<file path="config.mk">
export PLATFORM = sky130hd
export DESIGN_NAME = dl_rom_sequencer_flat
export DESIGN_NICKNAME = d
export VERILOG_FILES = /design/src/rtl/dl_rom_sequencer_if.sv /design/src/rtl/dl_rom_sequencer.sv /design/src/flat_wrapper.sv
export SDC_FILE = /design/constraint.sdc
export NUM_CORES = 1
export LEC_CHECK = 0
export CORE_UTILIZATION = 55
export CTS_CLUSTER_SIZE = 14
export DETAILED_ROUTE_END_ITERATION = 7
export PLACE_DENSITY = 0.82
export SLEW_MARGIN = 10
export SYNTH_ARGS = -nofsm -noshare
export SYNTH_HDL_FRONTEND = slang
export SYNTH_SLANG_ARGS = --single-unit
</file>
<file path="constraint.sdc">
create_clock -name clk_sys -period 5.2 [get_ports clk_sys]
set_input_delay 1.04 -clock clk_sys [delete_from_list [all_inputs] [get_ports clk_sys]]
set_output_delay 1.04 -clock clk_sys [all_outputs]
set_load 0.005 [all_outputs]
</file>
<file path="src/rtl/dl_rom_sequencer_if.sv">
// Bundles the hps_io ioctl download stream (in) with the game-core ROM write / reset side (out).
// master = download source / bench, slave = dl_rom_sequencer.
interface dl_rom_sequencer_if #(
    parameter int unsigned ADDR_W = 17
) ();
    logic              ioctl_download;
    logic              ioctl_wr;
    logic [ADDR_W-1:0] ioctl_addr;
    logic [7:0]        ioctl_dout;
    logic [3:0]        rom_we;
    logic [ADDR_W-1:0] rom_addr;
    logic [7:0]        rom_data;
    logic              game_reset;
    logic              dl_err;
    logic [15:0]       dl_sum;

    modport master (
        output ioctl_download, ioctl_wr, ioctl_addr, ioctl_dout,
        input  rom_we, rom_addr, rom_data, game_reset, dl_err, dl_sum
    );

    modport slave (
        input  ioctl_download, ioctl_wr, ioctl_addr, ioctl_dout,
        output rom_we, rom_addr, rom_data, game_reset, dl_err, dl_sum
    );
endinterface

</file>
<file path="src/rtl/dl_rom_sequencer.sv">
// ROM download sequencer: region decode to one-hot strobes, 1-cycle write latency, no stall (a byte every cycle).
// Holds game_reset until a clean full image plus HOLD_CYCLES; optional byte checksum under DL_CHECKSUM_EN.
module dl_rom_sequencer #(
    parameter int unsigned       ADDR_W      = 17,
    parameter logic [ADDR_W-1:0] REG1_BASE   = 17'h04000,
    parameter logic [ADDR_W-1:0] REG2_BASE   = 17'h05000,
    parameter logic [ADDR_W-1:0] REG3_BASE   = 17'h06000,
    parameter logic [ADDR_W-1:0] IMG_TOP     = 17'h0A000,
    parameter int unsigned       HOLD_CYCLES = 64
) (
    input logic               clk_sys,
    input logic               reset,
    dl_rom_sequencer_if.slave bus
);

    localparam logic [16:0] CNT_TOP = 17'(IMG_TOP);
    localparam logic [15:0] HOLD_LD = 16'(HOLD_CYCLES - 1);

    typedef enum logic [1:0] {
        S_IDLE,
        S_LOAD,
        S_HOLD,
        S_RUN
    } state_t;

    state_t            r_state;
    state_t            w_state_nxt;
    logic              r_dl_prev;
    logic [3:0]        r_we;
    logic [ADDR_W-1:0] r_addr;
    logic [7:0]        r_data;
    logic              r_game_reset;
    logic              r_err;
    logic [16:0]       r_cnt;
    logic [ADDR_W-1:0] r_exp_addr;
    logic [15:0]       r_hold;

    logic              w_dl_rise;
    logic              w_dl_fall;
    logic              w_wr;
    logic              w_in_range;
    logic [3:0]        w_we_1h;
    logic [ADDR_W-1:0] w_base;
    logic              w_err_nxt;
    logic [16:0]       w_cnt_nxt;
    logic              w_complete;
    logic              w_load_entry;
    logic              w_hold_entry;
    logic              w_load_fail;

    assign w_dl_rise  = bus.ioctl_download & ~r_dl_prev;
    assign w_dl_fall  = ~bus.ioctl_download & r_dl_prev;
    assign w_wr       = bus.ioctl_wr && (r_state == S_LOAD);
    assign w_in_range = bus.ioctl_addr < IMG_TOP;

    always_comb begin
        w_we_1h = 4'b0000;
        w_base  = '0;
        if (bus.ioctl_addr < REG1_BASE) begin
            w_we_1h = 4'b0001;
        end else if (bus.ioctl_addr < REG2_BASE) begin
            w_we_1h = 4'b0010;
            w_base  = REG1_BASE;
        end else if (bus.ioctl_addr < REG3_BASE) begin
            w_we_1h = 4'b0100;
            w_base  = REG2_BASE;
        end else if (w_in_range) begin
            w_we_1h = 4'b1000;
            w_base  = REG3_BASE;
        end
    end

    // A byte arriving on the same edge as the download falling still counts toward completeness.
    assign w_err_nxt  = r_err | (w_wr && (!w_in_range || (bus.ioctl_addr != r_exp_addr)));
    assign w_cnt_nxt  = (w_wr && w_in_range && (r_cnt != '1)) ? r_cnt + 17'd1 : r_cnt;
    assign w_complete = (w_cnt_nxt == CNT_TOP) && !w_err_nxt;

    always_comb begin
        w_state_nxt  = r_state;
        w_load_entry = 1'b0;
        unique case (r_state)
            S_IDLE: begin
                if (w_dl_rise) begin
                    w_state_nxt  = S_LOAD;
                    w_load_entry = 1'b1;
                end
            end
            S_LOAD: begin
                if (w_dl_fall) w_state_nxt = w_complete ? S_HOLD : S_IDLE;
            end
            S_HOLD: begin
                if (w_dl_rise) begin
                    w_state_nxt  = S_LOAD;
                    w_load_entry = 1'b1;
                end else if (r_hold == 16'd0) begin
                    w_state_nxt = S_RUN;
                end
            end
            S_RUN: begin
                if (w_dl_rise) begin
                    w_state_nxt  = S_LOAD;
                    w_load_entry = 1'b1;
                end
            end
            default: w_state_nxt = S_IDLE;
        endcase
    end

    assign w_hold_entry = (r_state == S_LOAD) && (w_state_nxt == S_HOLD);
    assign w_load_fail  = (r_state == S_LOAD) && w_dl_fall && !w_complete;

    always_ff @(posedge clk_sys or posedge reset) begin
        if (reset) begin
            r_state   <= S_IDLE;
            r_dl_prev <= 1'b0;
        end else begin
            r_state   <= w_state_nxt;
            r_dl_prev <= bus.ioctl_download;
        end
    end

    always_ff @(posedge clk_sys or posedge reset) begin
        if (reset) begin
            r_we         <= 4'b0000;
            r_addr       <= '0;
            r_data       <= 8'h00;
            r_game_reset <= 1'b1;
            r_err        <= 1'b0;
            r_cnt        <= '0;
            r_exp_addr   <= '0;
            r_hold       <= '0;
        end else begin
            r_game_reset <= (w_state_nxt != S_RUN);
            r_we         <= w_wr ? w_we_1h : 4'b0000;
            if (w_wr && w_in_range) begin
                r_addr <= bus.ioctl_addr - w_base;
                r_data <= bus.ioctl_dout;
            end

            if (w_load_entry) begin
                r_err      <= 1'b0;
                r_cnt      <= '0;
                r_exp_addr <= '0;
            end else if (r_state == S_LOAD) begin
                if (w_wr) r_exp_addr <= bus.ioctl_addr + 1'b1;
                r_cnt <= w_cnt_nxt;
                r_err <= w_load_fail ? 1'b1 : w_err_nxt;
            end

            if (w_hold_entry) begin
                r_hold <= HOLD_LD;
            end else if ((r_state == S_HOLD) && (r_hold != 16'd0)) begin
                r_hold <= r_hold - 16'd1;
            end
        end
    end

`ifdef DL_CHECKSUM_EN
    logic [15:0] r_sum;

    always_ff @(posedge clk_sys or posedge reset) begin
        if (reset) begin
            r_sum <= 16'h0000;
        end else if (w_load_entry) begin
            r_sum <= 16'h0000;
        end else if (w_wr && w_in_range) begin
            r_sum <= r_sum + {8'h00, bus.ioctl_dout};
        end
    end

    assign bus.dl_sum = r_sum;
`else
    assign bus.dl_sum = 16'h0000;
`endif

    assign bus.rom_we     = r_we;
    assign bus.rom_addr   = r_addr;
    assign bus.rom_data   = r_data;
    assign bus.game_reset = r_game_reset;
    assign bus.dl_err     = r_err;

endmodule
</file>
<file path="src/flat_wrapper.sv">
// flat-port wrapper written by rule: the top's interface ports become plain ports
module dl_rom_sequencer_flat 
#(
    parameter int unsigned       ADDR_W      = 17,
    parameter logic [ADDR_W-1:0] REG1_BASE   = 17'h04000,
    parameter logic [ADDR_W-1:0] REG2_BASE   = 17'h05000,
    parameter logic [ADDR_W-1:0] REG3_BASE   = 17'h06000,
    parameter logic [ADDR_W-1:0] IMG_TOP     = 17'h0A000,
    parameter int unsigned       HOLD_CYCLES = 64
)
  (clk_sys, reset, bus_ioctl_download, bus_ioctl_wr, bus_ioctl_addr, bus_ioctl_dout, bus_rom_we, bus_rom_addr, bus_rom_data, bus_game_reset, bus_dl_err, bus_dl_sum);
  dl_rom_sequencer_if #(.ADDR_W(ADDR_W)) bus_i ();
  input logic clk_sys;
  input logic reset;
  input wire logic [$bits(bus_i.ioctl_download)-1:0] bus_ioctl_download;
  input wire logic [$bits(bus_i.ioctl_wr)-1:0] bus_ioctl_wr;
  input wire logic [$bits(bus_i.ioctl_addr)-1:0] bus_ioctl_addr;
  input wire logic [$bits(bus_i.ioctl_dout)-1:0] bus_ioctl_dout;
  output wire logic [$bits(bus_i.rom_we)-1:0] bus_rom_we;
  output wire logic [$bits(bus_i.rom_addr)-1:0] bus_rom_addr;
  output wire logic [$bits(bus_i.rom_data)-1:0] bus_rom_data;
  output wire logic [$bits(bus_i.game_reset)-1:0] bus_game_reset;
  output wire logic [$bits(bus_i.dl_err)-1:0] bus_dl_err;
  output wire logic [$bits(bus_i.dl_sum)-1:0] bus_dl_sum;
  assign bus_i.ioctl_download = bus_ioctl_download;
  assign bus_i.ioctl_wr = bus_ioctl_wr;
  assign bus_i.ioctl_addr = bus_ioctl_addr;
  assign bus_i.ioctl_dout = bus_ioctl_dout;
  assign bus_rom_we = bus_i.rom_we;
  assign bus_rom_addr = bus_i.rom_addr;
  assign bus_rom_data = bus_i.rom_data;
  assign bus_game_reset = bus_i.game_reset;
  assign bus_dl_err = bus_i.dl_err;
  assign bus_dl_sum = bus_i.dl_sum;
  dl_rom_sequencer #(.ADDR_W(ADDR_W), .REG1_BASE(REG1_BASE), .REG2_BASE(REG2_BASE), .REG3_BASE(REG3_BASE), .IMG_TOP(IMG_TOP), .HOLD_CYCLES(HOLD_CYCLES)) u_core (.clk_sys(clk_sys), .reset(reset), .bus(bus_i));
endmodule
</file>
-- Word level (Yosys, flattened, before mapping)
Index checks and enable logic that the tools add are counted.
- bits in registers: 84
- bits in latches: 0
- bits in writable memories: 0
- ROM bits: 0
- bits of input ports: 29
- output and inout port bits: 47
- word-level logic and storage cells: 81
- memories kept: 0
- add/sub/neg operators: 4
- $mul: 0
- div/mod/pow operators: 0
- $lt $le $gt $ge: 4
- equality and inequality tests: 8
- shift-type cells: 0
- multiplexer cells: 28
- bitwise logic cells: 5
- reduce and logical (&&, ||, !) cells: 22
- operators with widths (operator ; count):
    17-bit 2-to-1 mux ; 9
    17-bit by 15-bit less-than comparator with 1-bit output (second input constant) ; 3
    17-bit by 1-bit adder with 17-bit output (second input constant) ; 2
    16-bit 2-to-1 mux ; 2
    4-bit 2-to-1 mux ; 5
    17-bit by 16-bit == test with 1-bit output (second input constant) ; 1
    17-bit by 16-bit less-than comparator with 1-bit output (second input constant) ; 1
    17-bit inequality test ; 1
    17-bit inequality test (second input constant) ; 1
    17-bit subtractor ; 1
    16-bit logical NOT ; 1
    16-bit nonzero test ; 1
    16-bit by 1-bit subtractor with 16-bit output (second input constant) ; 1
    15-bit 2-to-1 mux ; 1
    2-bit 2-to-1 mux ; 5
    1-bit logical AND ; 9
    2-bit == test (second input constant) ; 3
    2-bit case mux with 3 select lines ; 1
    2-bit nonzero test ; 3
    1-bit 2-to-1 mux ; 5
    1-bit logical NOT ; 3
    3-bit OR reduction ; 1
    1-bit AND ; 2
    2-bit by 1-bit == test with 1-bit output (second input constant) ; 1
    other kinds (7) ; 8

-- Longest topological paths before layout
- depth in word-level cells: 13
- depth in mapped cells: 15
- depth with buffers taken out: 13

-- Worst setup path before layout
OpenSTA, ideal clock, no wires.
- path type: reg-to-reg
- start: register u_core.r_cnt[0]
- end: register u_core.r_hold[6]
- library setup time: 0.120 ns
- arrival time: 3.330 ns
- required time: 5.080 ns
- path slack: 1.750 ns
- cell stages (with the launch flop): 16
- buffers on the path: 2
- period minus slack after synthesis: 3.450 ns
- cells stage by stage: dfrtp_1 -> ha_1 -> and4_1 -> and3_1 -> nand2_1 -> nor2_1 -> ha_1 -> nand4bb_1 -> or4_1 -> buf_2 -> a211o_1 -> a22o_1 -> nor4_4 -> nand4_2 -> buf_6 -> and3_1
- cells in the longest elaborated chain, start to end: 11
- elaborated cells between the ends (all ways): 13
- classes of those cells: add/sub: 1; eq/ne: 3; mux: 5; reduce/logical: 4
- RTL lines (what ; RTL line ; RTL):
    start, declared ; dl_rom_sequencer.sv:34 ; logic [16:0] r_cnt;
    start signal, assigned ; dl_rom_sequencer.sv:146 ; r_cnt <= w_cnt_nxt;
    parallel branches: the longest is 2 deep, another holds 17-bit by 1-bit adder with 17-bit output ; n/a ;
    17-bit 2-to-1 mux * ; dl_rom_sequencer.sv:75 ; assign w_cnt_nxt = (w_wr && w_in_range && (r_cnt != '1)) ? r_cnt + 17'd1 : r_cnt;
    17-bit by 16-bit == test with 1-bit output * ; dl_rom_sequencer.sv:76 ; assign w_complete = (w_cnt_nxt == CNT_TOP) && !w_err_nxt;
    1-bit logical AND * ; dl_rom_sequencer.sv:76 ;
    2-bit 2-to-1 mux * (2 in a row) ; dl_rom_sequencer.sv:89 ; if (w_dl_fall) w_state_nxt = w_complete ? S_HOLD : S_IDLE;
    2-bit case mux with 3 select lines * ; dl_rom_sequencer.sv:81 ; unique case (r_state)
    2-bit == test * ; dl_rom_sequencer.sv:109 ; assign w_hold_entry = (r_state == S_LOAD) && (w_state_nxt == S_HOLD);
    1-bit logical AND * ; dl_rom_sequencer.sv:109 ;
    16-bit 2-to-1 mux or 2-bit nonzero test (tied branches) ; n/a ;
    end signal, assigned ; dl_rom_sequencer.sv:153 ; r_hold <= r_hold - 16'd1;
    end, declared ; dl_rom_sequencer.sv:36 ; logic [15:0] r_hold;
Mark *: on every way between the ends.
A chain may end at the register's enable or synchronous reset.

-- Final worst setup path
- start: register u_core.r_cnt[0]
- end: register u_core.r_hold[15]
Same word-level chain as after synthesis.

==> metrics.yaml <==
status:
  status: "completed"
setup_path:
  crit_required_ns: 5.45
  critPathMaxFanout: 16
  path_cells: "ha_1, and4_1, and3_1, nand2_1, nor2_1, ha_1, nand4bb_1, or4_1, o21ai_2, o2111ai_1, nor4_4, nand4_2, and3_1"
  setup.worst_path.end_class: "register"
  r2r_end: "u_core.r_hold[15]$_DFFE_PP0P_"
  rrSetupSlack_ns: 1.15
  r2r-start: "u_core.r_cnt[0]$_DFFE_PP0P_"
  critPathKind: "reg -> reg"
  slowest_stage: "or4_1"
  critPathLaunchType: "register"
  setup.worst_path.start: "u_core.r_cnt[0]$_DFFE_PP0P_"
  max_stage_delay_ns: 0.70
  r2r_cells: 13
  crit_arrival_ns: 4.30
cells_and_area:
  antennaDiodeCount: 0
  seq_area_um2: 2100
  layout.cells.non_filler: 632
  multi_input_area_um2: 2350
  drive_gt1_share_pct: 9.49
  nets: 562
  fill_cells: 644
  areaGrowthSynthToFinish_pct: 15.9
synth:
  syn_inst: 476
  synth_compound_gate_area_share_pct: 9.20
  ys.flop_type: "dfrtp_1"
  synthTopCellsByArea: "dfrtp_1 44%, xnor2_1 5.8%, xor2_1 5.8%"
  yosys.area_share.adder_pct: 3.10
  synth_area_leader_cell: "dfrtp_1"
  netlist_area_um2: 4680
  synth-simple-area-share_pct: 20.4
  syn_area_per_cell_um2: 9.83
  synth_common_cells: "83 x dfrtp_1, 51 x nor2_1, 34 x nand2_1"
  ys_ff_latch: 84
  yosysWarnings: 0
  synth-edff-count: 0
  yosys.area.top_type_share_pct: 44.4
  async_flop_share_pct: 100
  synthXorXnorAreaFrac_pct: 11.6
  synthMostInstantiatedCell: "dfrtp_1"
  yosysSeqAreaShare_pct: 45.0
  synthMuxAreaShare_pct: 4.57
  ys_types: 52
  synth_top_family_by_area: "simple AND/OR/NAND/NOR gates"
die:
  num_rows: 33
  die_w_um: 94.2
  design.portCount: 76
  coreArea_um2: 8220
  die_height_um: 94.2
  die_area_um2: 8880
  start_util_pct: 56.9
cts:
  clk_pin_slew_worst_paths_ns: 0.09
  clock-sinks: 84
  root_buffer: "clkbuf_8"
  cts_tree: "done"
  cts_buffers: 9
  cts_max_path_buffers: 2
  h-tree-depth: 3
  cts_resized: 0
  post-cts-setup-buffers: 0
  hold_buffers: 0
  insertion_delay_ns: 0.36
global_route:
  grt_util_met2_pct: 37.3
  gr-usage-met3_pct: 6.07
  grt-busiest-layer: "met2"
  grtUsageMet1_pct: 29.9
  grt_max_degree: 57
  gr-total-overflow: 0
  grt_pass1_wl_um: 16000
  grt_pass1_vias: 3436
  antenna_found_initial: 0
  grtUsageTotal_pct: 23.0
route:
  dr_total_vias: 3535
  ant_nets: 0
  first_iter_violations: 242
  viasPerCell: 5.59
  drcViolationCount: 0
  wire_per_inst_um: 14.8
  wl_um: 9370
  drt_first_pass_iters: 4
placed_design:
  gp_congestion: 0.907
  io_buffers: 59
  dp_cells: 616
  place_hpwl_um: 6710
min_path:
  min_from: "u_core.bus.rom_addr[14]$_DFFE_PP0P_"
  hold_end: "u_core.bus.rom_addr[14]$_DFFE_PP0P_"
  holdCritPathClass: "reg -> reg"
  hold_path_depth: 2
timing:
  fin_tns_setup_ns: 0
  timing.fmax_mhz: 247
  finClkSkew_ns: 0.00999
  tightest_slew_ns: 1.13
  slew_headroom_pct: 24.7
  period_share_pct: 77.9
  rsz0062_at_grt: "no"
  maxSlewViolCount: 0
  finalCriticalPeriod_ns: 4.05
  hold_violations: 0
  setup-violations-final: 0
power_and_ir_drop:
  power_density_nw_per_um2: 382
  ir_worst_vdd_mv: 0.276
  power_uw: 2070
  leakage_uw: 0.00235
job:
  maxCapViolations: 0
-- layer usage --
metal	up-vias	routed length (um)
met5	-	0
met4	0	155
met3	13	497
met2	109	4470
met1	1702	4250
li1	1711	-
-- layout by cell type, fill, tap and decap left out, types with 11 or more instances in the layout --
cell type | synthesis | routed
inv_1 | 13 | 12
o21ai_0 | 11 | 11
clkdlybuf4s50_1 | 0 | 59
xor2_1 | 31 | 31
dfrtp_1 | 83 | 83
and3_1 | 20 | 20
conb_1 | 1 | 16
mux2_2 | 19 | 19
a211oi_1 | 17 | 17
xnor2_1 | 31 | 31
nand2_1 | 34 | 34
nand3_1 | 21 | 21
nor2_1 | 51 | 51
-- worst max-delay path: cells and delay by family (launching register included) --
kind / cells / cell delay, ns
flops: 1 / 0.45
fa+ha+maj: 2 / 0.47
simple gates: 9 / 2.58
compound gates: 2 / 0.42
-- cell type report --
type | count | share of cell area [%]
Clock inverter | 7 | 1.11
Clock buffer | 9 | 2.29
Sequential cell | 84 | 38.8
Inverter | 13 | 0.923
Timing Repair Buffer | 61 | 11.2
Multi-Input combinational cell | 353 | 43.3
Tap cell | 105 | 2.42
-- state kept, by name (all words and copies together) (netlist names) --
| name | flops |
|---|---|
| u_core.r_exp_addr | 17 |
| u_core.bus.game_reset | 1 |
| u_core.r_hold | 16 |
| u_core.r_state | 2 |
| u_core.bus.rom_addr | 17 |
| u_core.bus.rom_data | 8 |
| u_core.bus.dl_err | 1 |
| u_core.r_cnt | 17 |
| u_core.r_dl_prev | 1 |
| u_core.bus.rom_we | 4 |
-- cell families after synthesis --
logic type | after synthesis
buffers and inverters | 54
flip-flops | 84
adder cells (fa/ha/maj) | 11
multiplexers | 19
other | 1
AND/OR/NAND/NOR | 183
AO/OA/AOI/OAI | 62
XOR/XNOR | 62
-- per-stage QoR --
| step | area, um2 | utilization (%) | hold slack (ns) | setup WS [ns] |
|---|---|---|---|---|
| finish | 5420 | 66.0 | 0.484 | 1.15 |
| floorplan | 4730 | - | 0.467 | 1.75 |
| CTS | 5420 | 66.0 | 0.493 | 1.17 |
| detailed placement | 5240 | 63.7 | 0.473 | 0.957 |
| global placement | 5240 | 63.7 | 0.462 | 1.10 |
| global route | 5420 | 66.0 | 0.514 | 0.836 |
-- where the power goes --
part	leakage (uW)	internal [uW]	switching, uW
combinational	0.00119	395	296
sequential	0.00107	832	110
clock	0.0000904	180	255
total	0.00235	1410	662
-- worst max-delay path by stage --
stage / end / cells after the start
after CTS: u_core.r_hold[15]$_DFFE_PP0P_ / 13
final: u_core.r_hold[15]$_DFFE_PP0P_ / 13
after detailed placement: u_core.r_hold[15]$_DFFE_PP0P_ / 8
after floorplan: u_core.r_hold[6]$_DFFE_PP0P_ / 15
after global routing: u_core.r_hold[15]$_DFFE_PP0P_ / 13
after global placement: u_core.r_hold[15]$_DFFE_PP0P_ / 8
No activity file was read; power rests on OpenSTA's default activity.
